## config.mk

```make
export PLATFORM = sky130hd
export DESIGN_NAME = flex_counter_ud
export DESIGN_NICKNAME = d
export VERILOG_FILES = /design/src/rtl/flex_counter_ud.sv
export SDC_FILE = /design/constraint.sdc
export NUM_CORES = 1
export LEC_CHECK = 0
export BUFFER_PORTS_ARGS = -buffer_cell sky130_fd_sc_hd__buf_4
export CORE_MARGIN = 4
export CORE_UTILIZATION = 57
export DETAILED_ROUTE_END_ITERATION = 16
export PLACE_DENSITY = 0.95
export SETUP_SLACK_MARGIN = 0.4
export SYNTH_ARGS = -nofsm -noshare
export SYNTH_HDL_FRONTEND = slang
export SYNTH_SLANG_ARGS = --single-unit
```

## constraint.sdc

```tcl
create_clock -name clk -period 6.15 [get_ports clk]
set_input_delay 0.9225 -clock clk [delete_from_list [all_inputs] [get_ports clk]]
set_output_delay 0.9225 -clock clk [all_outputs]
set_load 0.02 [all_outputs]
```

## src/rtl/flex_counter_ud.sv

```systemverilog
// Up/down counter with programmable upper terminal value, wrap or saturate mode,
// and registered terminal flag and wrap/saturation pulse.
module flex_counter_ud #(
  parameter int NUM_CNT_BITS = 4
) (
  input  logic                    clk,
  input  logic                    rst,
  input  logic                    clear,
  input  logic                    load,
  input  logic [NUM_CNT_BITS-1:0] load_val,
  input  logic                    count_enable,
  input  logic                    count_down,
  input  logic                    sat_mode,
  input  logic [NUM_CNT_BITS-1:0] rollover_val,
  output logic [NUM_CNT_BITS-1:0] count_out,
  output logic                    rollover_flag,
  output logic                    wrap_pulse
);

  localparam logic [NUM_CNT_BITS-1:0] ONE = NUM_CNT_BITS'(1);

  logic [NUM_CNT_BITS-1:0] next_count;
  logic                    next_event;
  logic                    next_flag;
  logic                    cnt_active;

  assign cnt_active = count_enable && (rollover_val != '0);

  always_comb begin
    // NOTE: every always_comb output gets a default first so no path infers a latch.
    next_count = count_out;
    next_event = 1'b0;
    if (clear) begin
      next_count = '0;
    end else if (load) begin
      next_count = load_val;
    end else if (cnt_active) begin
      if (!count_down) begin
        if (count_out < rollover_val) begin
          next_count = count_out + ONE;
        end else begin
          next_count = sat_mode ? rollover_val : ONE;
          next_event = 1'b1;
        end
      end else begin
        // Values above rollover_val still step down toward 1.
        if (count_out > ONE) begin
          next_count = count_out - ONE;
        end else begin
          next_count = sat_mode ? count_out : rollover_val;
          next_event = 1'b1;
        end
      end
    end
  end

  // Flag is derived from the next count so it lines up with count_out.
  assign next_flag = (next_count == rollover_val) && (rollover_val != '0);

  always_ff @(posedge clk) begin
    // NOTE: sequential state uses non-blocking assignments only.
    if (rst) begin
      count_out     <= '0;
      rollover_flag <= 1'b0;
      wrap_pulse    <= 1'b0;
    end else begin
      count_out     <= next_count;
      rollover_flag <= next_flag;
      wrap_pulse    <= next_event;
    end
  end

endmodule

```

Word-level counts from Yosys, hierarchy flattened
Cells that the tools add are included.
{"block": "totals", "mem_bits_rw": 0, "n_memories": 0, "out_inout_bits": 6, "romBits": 0, "latchBits": 0, "elab_cells": 24, "inputBits": 15, "reg_bits": 6}
{"block": "classes", "n_div": 0, "mul": 0, "n_reduce_logical": 4, "shifts": 0, "bitwise": 1, "add_sub_neg": 2, "order_cmp": 2, "eq_ne": 1, "muxes": 11}
{"op": "$mux W4", "n": 8}
{"op": "$add A4 B1 Y4 const B", "n": 1}
{"op": "$eq A4 B4 Y1", "n": 1}
{"op": "$gt A4 B1 Y1 const B", "n": 1}
{"op": "$lt A4 B4 Y1", "n": 1}
{"op": "$reduce_bool A4 Y1", "n": 1}
{"op": "$reduce_or A4 Y1", "n": 1}
{"op": "$sub A4 B1 Y4 const B", "n": 1}
{"op": "$mux W1", "n": 3}
{"op": "$logic_and A1 B1 Y1", "n": 2}
{"op": "$not A1 Y1", "n": 1}

Depth between registers and ports, before layout
Gate-level depths: netlist (run 1).
{"block": "depth", "word_depth": 8, "mapped_depth": 9}

Worst setup path before layout (run 1)
No wires, ideal clock.
{"block": "synth_timing", "kind": "input -> register", "startpoint": "input rollover_val[3]", "endpoint": "register rollover_flag", "t_required_ns": 6.089, "path_buffers": 1, "arrival_ns": 2.787, "setup_ns": 0.061, "path_stages": 9, "path_slack_ns": 3.302, "path_cell_list": "buf_6 inv_1 ha_1 and3_4 a2111oi_2 nor3_1 mux2_4 nor4b_2 and4_1"}
{"block": "synth_via", "elab_chain_cells": 8}
{"element": "start: declaration", "line_no": "14", "text": "input logic [NUM_CNT_BITS-1:0] rollover_val,"}
{"element": "$lt A4 B4 Y1 (tied with other cells)", "line_no": "39", "text": "if (count_out < rollover_val) begin"}
{"element": "$mux W4 (on tied branches)", "line_no": "39, 47"}
{"element": "$mux W4", "line_no": "38", "text": "if (!count_down) begin"}
{"element": "$mux W4", "line_no": "37", "text": "end else if (cnt_active) begin"}
{"element": "$mux W4", "line_no": "35", "text": "end else if (load) begin"}
{"element": "$mux W4", "line_no": "33", "text": "if (clear) begin"}
{"element": "$eq A4 B4 Y1", "line_no": "58", "text": "assign next_flag = (next_count == rollover_val) && (rollover_val != '0);"}
{"element": "$logic_and A1 B1 Y1 *", "line_no": "58"}
{"element": "end signal: assignment", "line_no": "68", "text": "rollover_flag <= next_flag;"}
{"element": "end: declaration", "line_no": "16", "text": "output logic rollover_flag,"}
Mark *: on every way between the ends. The rest lies on a longest branch, timed or not.
A chain may end at the register's enable or synchronous reset.

Worst setup path in the final report (run 1)
Same ends and word-level chain as after synthesis.

==> out/qor.txt, run 1 <==
status: finished clean
DRT Pass-1 Iters: 4
CTS Buffer Depth: 2
leakage power: 0.490 nW
Starting Density: 0.615
top_reg_cell synth: dfxtp_1
CTS tree: yes
register area share after synthesis: 0.128
Max Clk Rate: 347 MHz
layout cells sized above 1: 0.221
Design Area, Final: 0.00109 mm^2
IO Count: 21
post-synth top area share: 0.128
drt first-iter violations: 36
Slew Limit Headroom: 0.589
Synth area leader: dfxtp_1
clock-pin slew on the worst setup and hold paths: 50 ps
clk sinks: 6
total die area: 0.00236 mm^2
DR vias/cell: 6.69
Worst VDD drop: 0.144 mV
power density over cell area: 139 mW/mm^2
crit end category: register
via count: 1044
worst hold-check path type: input pin to register
drt wl/cell: 17.4 um
Yosys Warn Count: 0
Yosys cell types: 50
Worst R2R Path Depth: 7
num rows: 14
number of port buffers: 20
crit path DAT: 3080 ps
Post CTS Setup Buffer Count: 0
worst skew pair latency: 250 ps
final setup violation count: 0
hold-fix buffers at CTS: 0
clock skew: 5.15 ps
Fin Setup TNS: 0 ps
gpl congestion: 0.915
Layout Area Growth over Synthesis: 16.4%
Post-DP HPWL: 2140 um
crit start category: input pin
post-route minimum period: 2880 ps
chip width: 48.5 um
Die Span Y: 48.5 um
max_cap viols: 0
Avg Cell Area, Syn: 7.56 um^2
post-cts resize count: 0
ant diodes: 0
# fillers: 128
vias in the first global route: 1006
final period utilization: 0.468
initial antenna violation count: 0
largest net degree at the start of global routing: 15
Post-synth EDFFs: 0
CTS Root Cell: clkbuf_4
first-pass GRT wire length: 4550 um
Post-route DRC: 0
core box area: 0.00152 mm^2
ys async rst share: 0
CP max FO: 7
final wirelength: 2710 um
GRT Total Usage: 0.235
WHS Path Cells: 2
RSZ-0062 raised after global routing: no
gr ovfl total: 0
Post-DRT Antenna Nets: 0
Mapped Nets: 145
WS Path Type: input pin to register
number of nets in the layout: 163
Fin. Hold Viols: 0
synthesized area: 937 um^2
Worst-Margin Slew: 609 ps
flops & latches, synth: 6
cells after synthesis: 124
placed cell area: 0.00107 mm^2
cts bufs inserted: 3
largest cells by area after synthesis: dfxtp_1 13%, ha_1 8.0%, nor2_1 6.4%
H-tree levels: 1
Slew Viols, Final: 0
Req. time, crit path: 6350 ps
==> worst max-delay path, stage by stage <==
cell       delay [ps]
buf_4             140
inv_1              80
ha_1              390
and3_4            240
a2111oi_2          50
nor3_1            390
mux2_4            350
nor4b_2           300
and4_1            210
==> per-layer routing <==
layer | track usage | vias to the layer above | routed length, um
li1 | - | 502 | -
met1 | 0.302 | 471 | 1160
met2 | 0.378 | 63 | 1290
met3 | 0.0399 | 8 | 191
met4 | 0.108 | 0 | 74
met5 | 0 | - | 0
==> Yosys cell counts (3+ instances only) <==
master / number
ha_1: 6
nor2_1: 16
mux2i_1: 3
dfxtp_1: 6
o21ai_0: 3
nor4_1: 3
nand2_1: 8
clkbuf_1: 3
nor3_1: 6
inv_1: 10
o31ai_1: 3
nand2b_1: 3
a21oi_1: 7
==> cells in the final DEF, fill, tap and decap left out, types with 2 or more instances in the layout <==
| cell type | instances |
|---|---|
| and3_1 | 2 |
| o21ai_0 | 3 |
| o31ai_1 | 3 |
| buf_4 | 20 |
| nand4b_1 | 2 |
| dfxtp_1 | 6 |
| a21oi_1 | 7 |
| a211oi_1 | 2 |
| ha_1 | 6 |
| mux2i_1 | 3 |
| nor4_1 | 3 |
| o311ai_0 | 2 |
| nor3_1 | 6 |
| nand3_1 | 2 |
| nand2_1 | 8 |
| o211a_1 | 2 |
| inv_1 | 10 |
| clkbuf_4 | 3 |
| nand4_1 | 2 |
| nor2_1 | 16 |
| nor2b_1 | 2 |
| a2111oi_0 | 2 |
| nand2b_1 | 3 |
| mux2_2 | 2 |
==> cells by family (layout without fill, tap and decap cells) <==
| family | Yosys count | in the layout | synth area share |
|---|---|---|---|
| AND/OR/NAND/NOR | 51 | 51 | 0.290 |
| AO/OA/AOI/OAI | 36 | 36 | 0.330 |
| buffers and inverters | 17 | 33 | 0.0814 |
| adder cells (fa/ha/maj) | 6 | 6 | 0.0801 |
| multiplexers | 6 | 6 | 0.0721 |
| flip-flops | 6 | 6 | 0.128 |
| XOR/XNOR | 2 | 2 | 0.0187 |
==> registers in the layout, summed over array words and instances, names as in the netlist <==
signal         count
count_out          4
wrap_pulse         1
rollover_flag      1
==> worst paths after layout <==
kind / from / end / slack [ps]
min reg2reg: count_out[3]$_SDFF_PP0_ / count_out[3]$_SDFF_PP0_ / 860
max: rollover_val[3] / rollover_flag$_SDFF_PP0_ / 3270
max reg2reg: count_out[2]$_SDFF_PP0_ / rollover_flag$_SDFF_PP0_ / 3550
min: rst / count_out[2]$_SDFF_PP0_ / 860
==> per-stage QoR <==
stage | cells | worst slack (ps) | hold WS, ps | utilization | total power [mW]
2_1_floorplan | 124 | 3300 | 837 | - | 0.0912
3_3_place_gp | 153 | 3070 | 833 | 0.701 | 0.110
3_5_place_dp | 153 | 3040 | 845 | 0.701 | 0.113
4_1_cts | 156 | 3290 | 850 | 0.716 | 0.151
5_1_grt | 156 | 3190 | 863 | 0.716 | 0.161
6_report | 156 | 3270 | 860 | 0.716 | 0.152
==> cell type report <==
type	count	area [um^2]	area share
Inverter	10	37.5	0.0344
Tap cell	16	20.0	0.0183
Multi-Input combinational cell	101	741	0.679
Sequential cell	6	120	0.110
Clock buffer	3	22.5	0.0206
Timing Repair Buffer	20	150	0.138
==> power breakdown <==
group | total, mW | internal (mW) | switching [mW]
logic | 0.0690 | 0.0296 | 0.0394
clock network | 0.0380 | 0.0222 | 0.0158
registers | 0.0446 | 0.0408 | 0.00389
total | 0.152 | 0.0925 | 0.0591
Power figures use the tool's default switching activity.
==> run 2: changes to the inputs <==
--- a/config.mk
+++ b/config.mk
@@ -7,9 +7,9 @@
 export LEC_CHECK = 0
 export BUFFER_PORTS_ARGS = -buffer_cell sky130_fd_sc_hd__buf_4
 export CORE_MARGIN = 4
-export CORE_UTILIZATION = 57
+export CORE_UTILIZATION = 53
 export DETAILED_ROUTE_END_ITERATION = 16
-export PLACE_DENSITY = 0.95
+export PLACE_DENSITY = 0.9
 export SETUP_SLACK_MARGIN = 0.4
 export SYNTH_ARGS = -nofsm -noshare
 export SYNTH_HDL_FRONTEND = slang
==> constraint.sdc (replaced) <==
create_clock -name clk -period 3.01 [get_ports clk]
set_input_delay 0.4515 -clock clk [delete_from_list [all_inputs] [get_ports clk]]
set_output_delay 0.4515 -clock clk [all_outputs]
set_load 0.02 [all_outputs]
==> run 2 against run 1 <==
Compared with the run above:
- flip-flop and latch count unchanged
- first-iteration DRC count increased by 100%
- clock-buffer cell count unchanged
- final cell count increased by 6.4%
- clock skew decreased by 2.0 ps
- design area increased by 3.0%
- register-to-register slack got worse by 3000 ps
- core utilization decreased by 1.1 points
- global-route usage decreased by 1.3 points
- critical path type unchanged
- largest power group unchanged
==> out/qor.txt, run 2 (synthesis results as in run 1) <==
Slowest cell on crit path: a2111oi_2 (was ha_1)
post-placement setup slack: 320 ps (was 3040 ps)
Post-DP HPWL: 2200 um (was 2140 um)
CTS tree: yes (unchanged)
crit path cell chain: buf_4 -> inv_1 -> ha_1 -> a21o_1 -> a2111oi_2 -> nor3_1 -> mux2_4 -> nor4b_2 -> and4_1 (was buf_4 -> inv_1 -> ha_1 -> and3_4 -> a2111oi_2 -> nor3_1 -> mux2_4 -> nor4b_2 -> and4_1)
final setup violation count: 0 (unchanged)
gr ovfl total: 0 (unchanged)
post-route minimum period: 2470 ps
chip width: 50.1 um (was 48.5 um)
Fin. Hold Viols: 0 (unchanged)
Slew Limit Headroom: 0.582 (was 0.589)
commonest non-fill, non-tap cells in the layout: 22 x buf_4, 16 x nor2_1, 9 x inv_1 (was 20 x buf_4, 16 x nor2_1, 10 x inv_1)
drt first-iter violations: 72 (was 36)
crit start category: input pin (unchanged)
total power: 308 uW (was 152 uW)
commonest non-fill, non-tap cell in the layout: buf_4 (unchanged)
Worst R2R Path Depth: 7 (unchanged)
crit end category: register (unchanged)
kind of cell adding the most delay to the critical path: simple AND/OR/NAND/NOR gates (unchanged)
largest registers: count_out (4), rollover_flag (1), wrap_pulse (1) (unchanged)
FF-to-FF Start: count_out[1]$_SDFF_PP0_ (was count_out[2]$_SDFF_PP0_)
H-tree levels: 1 (unchanged)
IO Count: 21 (unchanged)
Post-route DRC: 0 (unchanged)
layout cells sized above 1: 0.246 (was 0.221)
RSZ-0062 raised after global routing: no (unchanged)
Slew Viols, Final: 0 (unchanged)
final wirelength: 2740 um (was 2710 um)
Layout Area Growth over Synthesis: 19.9% (was 16.4%)
status: finished clean (unchanged)
WP buf/inv: 2 (unchanged)
CTS Root Cell: clkbuf_4 (unchanged)
max_cap viols: 0 (unchanged)
drt wl/cell: 16.5 um (was 17.4 um)
GRT Total Usage: 0.222 (was 0.235)
Worst VDD drop: 0.129 mV (was 0.144 mV)
flop-to-flop setup slack: 590 ps (was 3550 ps)
worst skew pair latency: 240 ps (was 250 ps)
via count: 1059 (was 1044)
CTS Buffer Depth: 2 (unchanged)
Reg with most FFs: count_out (unchanged)
power density over cell area: 274 mW/mm^2 (was 139 mW/mm^2)
first-pass GRT wire length: 4310 um (was 4550 um)
vias in the first global route: 967 (was 1006)
CP max stage delay: 400 ps (was 390 ps)
final period utilization: 0.820
gpl congestion: 1.03 (was 0.915)
final core utilization: 0.705 (was 0.716)
leakage power: 0.506 nW (was 0.490 nW)
crit path DAT: 2650 ps (was 3080 ps)
ant diodes: 0 (unchanged)
clk sinks: 6 (unchanged)
number of port buffers: 20 (unchanged)
hold-fix buffers at CTS: 0 (unchanged)
Max Clk Rate: 405 MHz
Starting Density: 0.588 (was 0.615)
total die area: 0.00251 mm^2 (was 0.00236 mm^2)
WS Path Type: input pin to register (unchanged)
largest net degree at the start of global routing: 15 (unchanged)
Req. time, crit path: 3190 ps (was 6350 ps)
crit path to: rollover_flag$_SDFF_PP0_ (unchanged)
area used by multi-input combinational logic: 748 um^2 (was 741 um^2)
clock-pin slew on the worst setup and hold paths: 40 ps (was 50 ps)
Die Span Y: 50.1 um (was 48.5 um)
DR vias/cell: 6.38 (was 6.69)
worst hold-check path type: input pin to register (unchanged)
CP max FO: 6 (was 7)
PnR worst setup slack: 542 ps (was 3270 ps)
clock skew: 3.18 ps (was 5.15 ps)
Worst-Margin Slew: 619 ps (was 609 ps)
# fillers: 141 (was 128)
storage element area: 120 um^2 (unchanged)
max reg flops: 4 (unchanged)
num rows: 14 (unchanged)
initial antenna violation count: 0 (unchanged)
DRT Pass-1 Iters: 4 (unchanged)
Reg-to-Reg End: rollover_flag$_SDFF_PP0_ (unchanged)
cts bufs inserted: 3 (unchanged)
core box area: 0.00159 mm^2 (was 0.00152 mm^2)
Fin Setup TNS: 0 ps (unchanged)
Post-DRT Antenna Nets: 0 (unchanged)
number of nets in the layout: 165 (was 163)
CP Depth: 9 (unchanged)
crit path from: rollover_val[2] (was rollover_val[3])
## run 2: changes by cell type in the layout (fill, tap and decap cells not counted), sizes merged
| cell | before | now |
|---|---|---|
| buf | 20 | 22 |
## run 2: where the power goes
part	internal (mW)	switching, mW
combinational	0.0624	0.0850
clock	0.0449	0.0268
sequential	0.0834	0.00516
total	0.191	0.117
## run 2: worst min path at each step
stage	from	endpoint	slack, ps	depth (start not counted)
2_1_floorplan	rst	count_out[2]$_SDFF_PP0_	520	1
3_3_place_gp	rst	count_out[2]$_SDFF_PP0_	650	2
3_5_place_dp	rst	count_out[3]$_SDFF_PP0_	650	2
4_1_cts	rst	count_out[3]$_SDFF_PP0_	400	2
5_1_grt	rst	count_out[2]$_SDFF_PP0_	420	2
6_report	rst	count_out[3]$_SDFF_PP0_	410	2
## run 2: metrics by stage
step / cell area, um^2 / std cells / hold WS, ps
final: 1120 / 166 / 408
after global routing: 1120 / 166 / 422
after CTS: 1120 / 166 / 402
after detailed placement: 1090 / 163 / 653
after global placement: 1090 / 163 / 651
after floorplan: 937 / 124 / 524
## run 2: area by class of cell
| class | instances | share of cell area |
|---|---|---|
| clock buffer | 3 | 0.0200 |
| inverter | 10 | 0.0334 |
| multi-input combinational | 101 | 0.666 |
| sequential | 6 | 0.107 |
| tap | 24 | 0.0267 |
| timing repair buffer | 22 | 0.147 |
## run 2: per-layer routing
layer / global-route usage / wire (um) / up-vias
li1: - / - / 510
met1: 0.274 / 1080 / 484
met2: 0.376 / 1310 / 55
met3: 0.0331 / 258 / 10
met4: 0.0922 / 97 / 0
met5: 0 / 0 / -
## run 2: what timing repair did
item / 4_1_cts / 5_1_grt
setup endpoints to repair: 0 / 1
gates resized for setup: 0 / 2
setup buffers: 0 / 0
==> run 3: changes to the inputs <==
--- a/config.mk
+++ b/config.mk
@@ -7,9 +7,9 @@
 export LEC_CHECK = 0
 export BUFFER_PORTS_ARGS = -buffer_cell sky130_fd_sc_hd__buf_4
 export CORE_MARGIN = 4
-export CORE_UTILIZATION = 53
+export CORE_UTILIZATION = 48
 export DETAILED_ROUTE_END_ITERATION = 16
-export PLACE_DENSITY = 0.9
+export PLACE_DENSITY = 0.87
 export SETUP_SLACK_MARGIN = 0.4
 export SYNTH_ARGS = -nofsm -noshare
 export SYNTH_HDL_FRONTEND = slang
==> constraint.sdc (replaced) <==
create_clock -name clk -period 2.14 [get_ports clk]
set_input_delay 0.321 -clock clk [delete_from_list [all_inputs] [get_ports clk]]
set_output_delay 0.321 -clock clk [all_outputs]
set_load 0.02 [all_outputs]
==> run 3 against run 2 <==
Compared with the run above:
- sequential power up 41%
- via count up 14%
- final cell count up 13%
- flip-flop and latch count unchanged
- clock power up 67%
- clock-buffer cell count up 1
- setup slack worse by 440 ps
- clock skew up 4.4 ps
- sequential share of layout area down 1.6 points
- largest power group unchanged
==> out/qor.txt, run 3 (synthesis results as in run 1) <==
Worst VDD drop: 0.301 mV (was 0.129 mV)
final wirelength: 3590 um (was 2740 um)
via count: 1211 (was 1059)
H-tree levels: 1 (unchanged)
Post-route DRC: 0 (unchanged)
WS Path Type: register to register (was input pin to register)
gpl congestion: 0.952 (was 1.03)
number of nets in the layout: 184 (was 165)
largest registers: count_out (4), rollover_flag (1), wrap_pulse (1) (unchanged)
wl on met1: 1410 um (was 1080 um)
Slew Viols, Final: 0 (unchanged)
Starting Density: 0.526 (was 0.588)
clock skew: 7.59 ps (was 3.18 ps)
clock-pin slew on the worst setup and hold paths: 40 ps (about the same)
ant diodes: 0 (unchanged)
Slew Limit Headroom: 0.700 (was 0.582)
IO Count: 21 (unchanged)
power density over cell area: 371 mW/mm^2 (was 274 mW/mm^2)
core box area: 0.00178 mm^2 (was 0.00159 mm^2)
hold wc startpoint: rst (unchanged)
worst skew pair latency: 260 ps (was 240 ps)
GRT Total Usage: 0.272 (was 0.222)
Post-DP HPWL: 2470 um (was 2200 um)
placed cell area: 0.00124 mm^2 (was 0.00109 mm^2)
gr ovfl total: 0 (unchanged)
first-pass GRT wire length: 5520 um (was 4310 um)
final period utilization: 0.954
num rows: 15 (was 14)
number of port buffers: 20 (unchanged)
chip width: 52.2 um (was 50.1 um)
crit path DAT: 2240 ps (was 2650 ps)
hold-fix buffers at CTS: 0 (unchanged)
drt wl/cell: 19.2 um (was 16.5 um)
top layer in use: met4 (unchanged)
fin cells: 187 (was 166)
Placed Cells: 176 (was 163)
CP max FO: 5 (was 6)
Req. time, crit path: 2340 ps (was 3190 ps)
metal3 WL: 314 um (was 258 um)
crit end category: register (unchanged)
max reg flops: 4 (unchanged)
CTS tree: yes (unchanged)
DRT Pass-1 Iters: 4 (unchanged)
clk sinks: 6 (unchanged)
Max Clk Rate: 490 MHz
max_cap viols: 0 (unchanged)
crit path from: count_out[3]$_SDFF_PP0_ (was rollover_val[2])
largest net degree at the start of global routing: 15 (unchanged)
worst hold-check path type: input pin to register (unchanged)
Post-DRT Antenna Nets: 0 (unchanged)
Fin. Hold Viols: 0 (unchanged)
Design Area, Final: 0.00145 mm^2 (was 0.00112 mm^2)
Reg with most FFs: count_out (unchanged)
Layout Area Growth over Synthesis: 55.1% (was 19.9%)
layout cells sized above 1: 0.475 (was 0.246)
leakage power: 0.626 nW (was 0.506 nW)
cts bufs inserted: 3 (unchanged)
initial antenna violation count: 0 (unchanged)
Die Span Y: 52.2 um (was 50.1 um)
post-route minimum period: 2040 ps
commonest non-fill, non-tap cell in the layout: buf_4 (unchanged)
commonest non-fill, non-tap cells in the layout: 41 x buf_4, 15 x nor2_1, 8 x nand2_1 (was 22 x buf_4, 16 x nor2_1, 9 x inv_1)
vias in the first global route: 1146 (was 967)
RSZ-0062 raised after global routing: yes (was no)
DR vias/cell: 6.48 (was 6.38)
final setup violation count: 0 (unchanged)
CTS Buffer Depth: 2 (unchanged)
final hold slack: 262 ps (was 408 ps)
Worst-Margin Slew: 447 ps (was 619 ps)
PnR worst setup slack: 98.5 ps (was 542 ps)
FF-to-FF Start: count_out[3]$_SDFF_PP0_ (was count_out[1]$_SDFF_PP0_)
CTS Root Cell: clkbuf_4 (unchanged)
metal2 WL: 1750 um (was 1310 um)
total die area: 0.00272 mm^2 (was 0.00251 mm^2)
status: finished clean (unchanged)
drt first-iter violations: 50 (was 72)
crit start category: register (was input pin)
post-placement setup slack: -119 ps (was 320 ps)
run 3: cell count changes in the layout (fill, tap and decap cells not counted), sizes merged:
cell / before / now
buf: 22 / 41
clkbuf: 3 / 4
run 3: power breakdown:
part	total (mW)	switching, mW	internal [mW]
Clock	0.120	0.0490	0.0711
Combinational	0.295	0.161	0.134
Sequential	0.125	0.00880	0.116
Total	0.540	0.219	0.321
run 3: layout make-up:
class                      count  area, um^2
clock buffer                   4        26.3
timing repair buffer          41         308
fill                         114         329
multi-input combinational    101         916
tap                           25        31.3
inverter                      10        40.0
sequential                     6         133
run 3: through the flow:
| stage | util | power (mW) | TNS (ps) |
|---|---|---|---|
| after global routing | 0.815 | 0.574 | 0 |
| after global placement | 0.698 | 0.359 | -67.0 |
| after CTS | 0.764 | 0.503 | 0 |
| after detailed placement | 0.698 | 0.365 | -119 |
| final | 0.815 | 0.540 | 0 |
| after floorplan | - | 0.278 | 0 |
run 3: final timing paths:
check	slack [ps]	to	cells past startpoint
worst max-delay path	100	rollover_flag$_SDFF_PP0_	7
worst min-delay path	260	count_out[3]$_SDFF_PP0_	2
worst max register to register	100	rollover_flag$_SDFF_PP0_	7
worst min register to register	770	wrap_pulse$_SDFF_PP0_	3
run 3: worst max-delay path: stages (launching register included):
cell and delay, ps:
dfxtp_4 370, ha_4 260, buf_4 140, a2111oi_4 350
nor3_2 110, mux2_4 320, nor4b_4 230, and4_1 200
run 3: repair_timing:
item,4_1_cts,5_1_grt
gates resized for setup,14,13
pin swaps,15,10
buffers inserted,4,3
endpoints found under the setup margin,6,6
run 3: per-layer routing:
layer  vias up  track usage
li1        555            -
met1       559        0.329
met2        80        0.487
met3        17       0.0427
met4         0       0.0851
met5         -            0
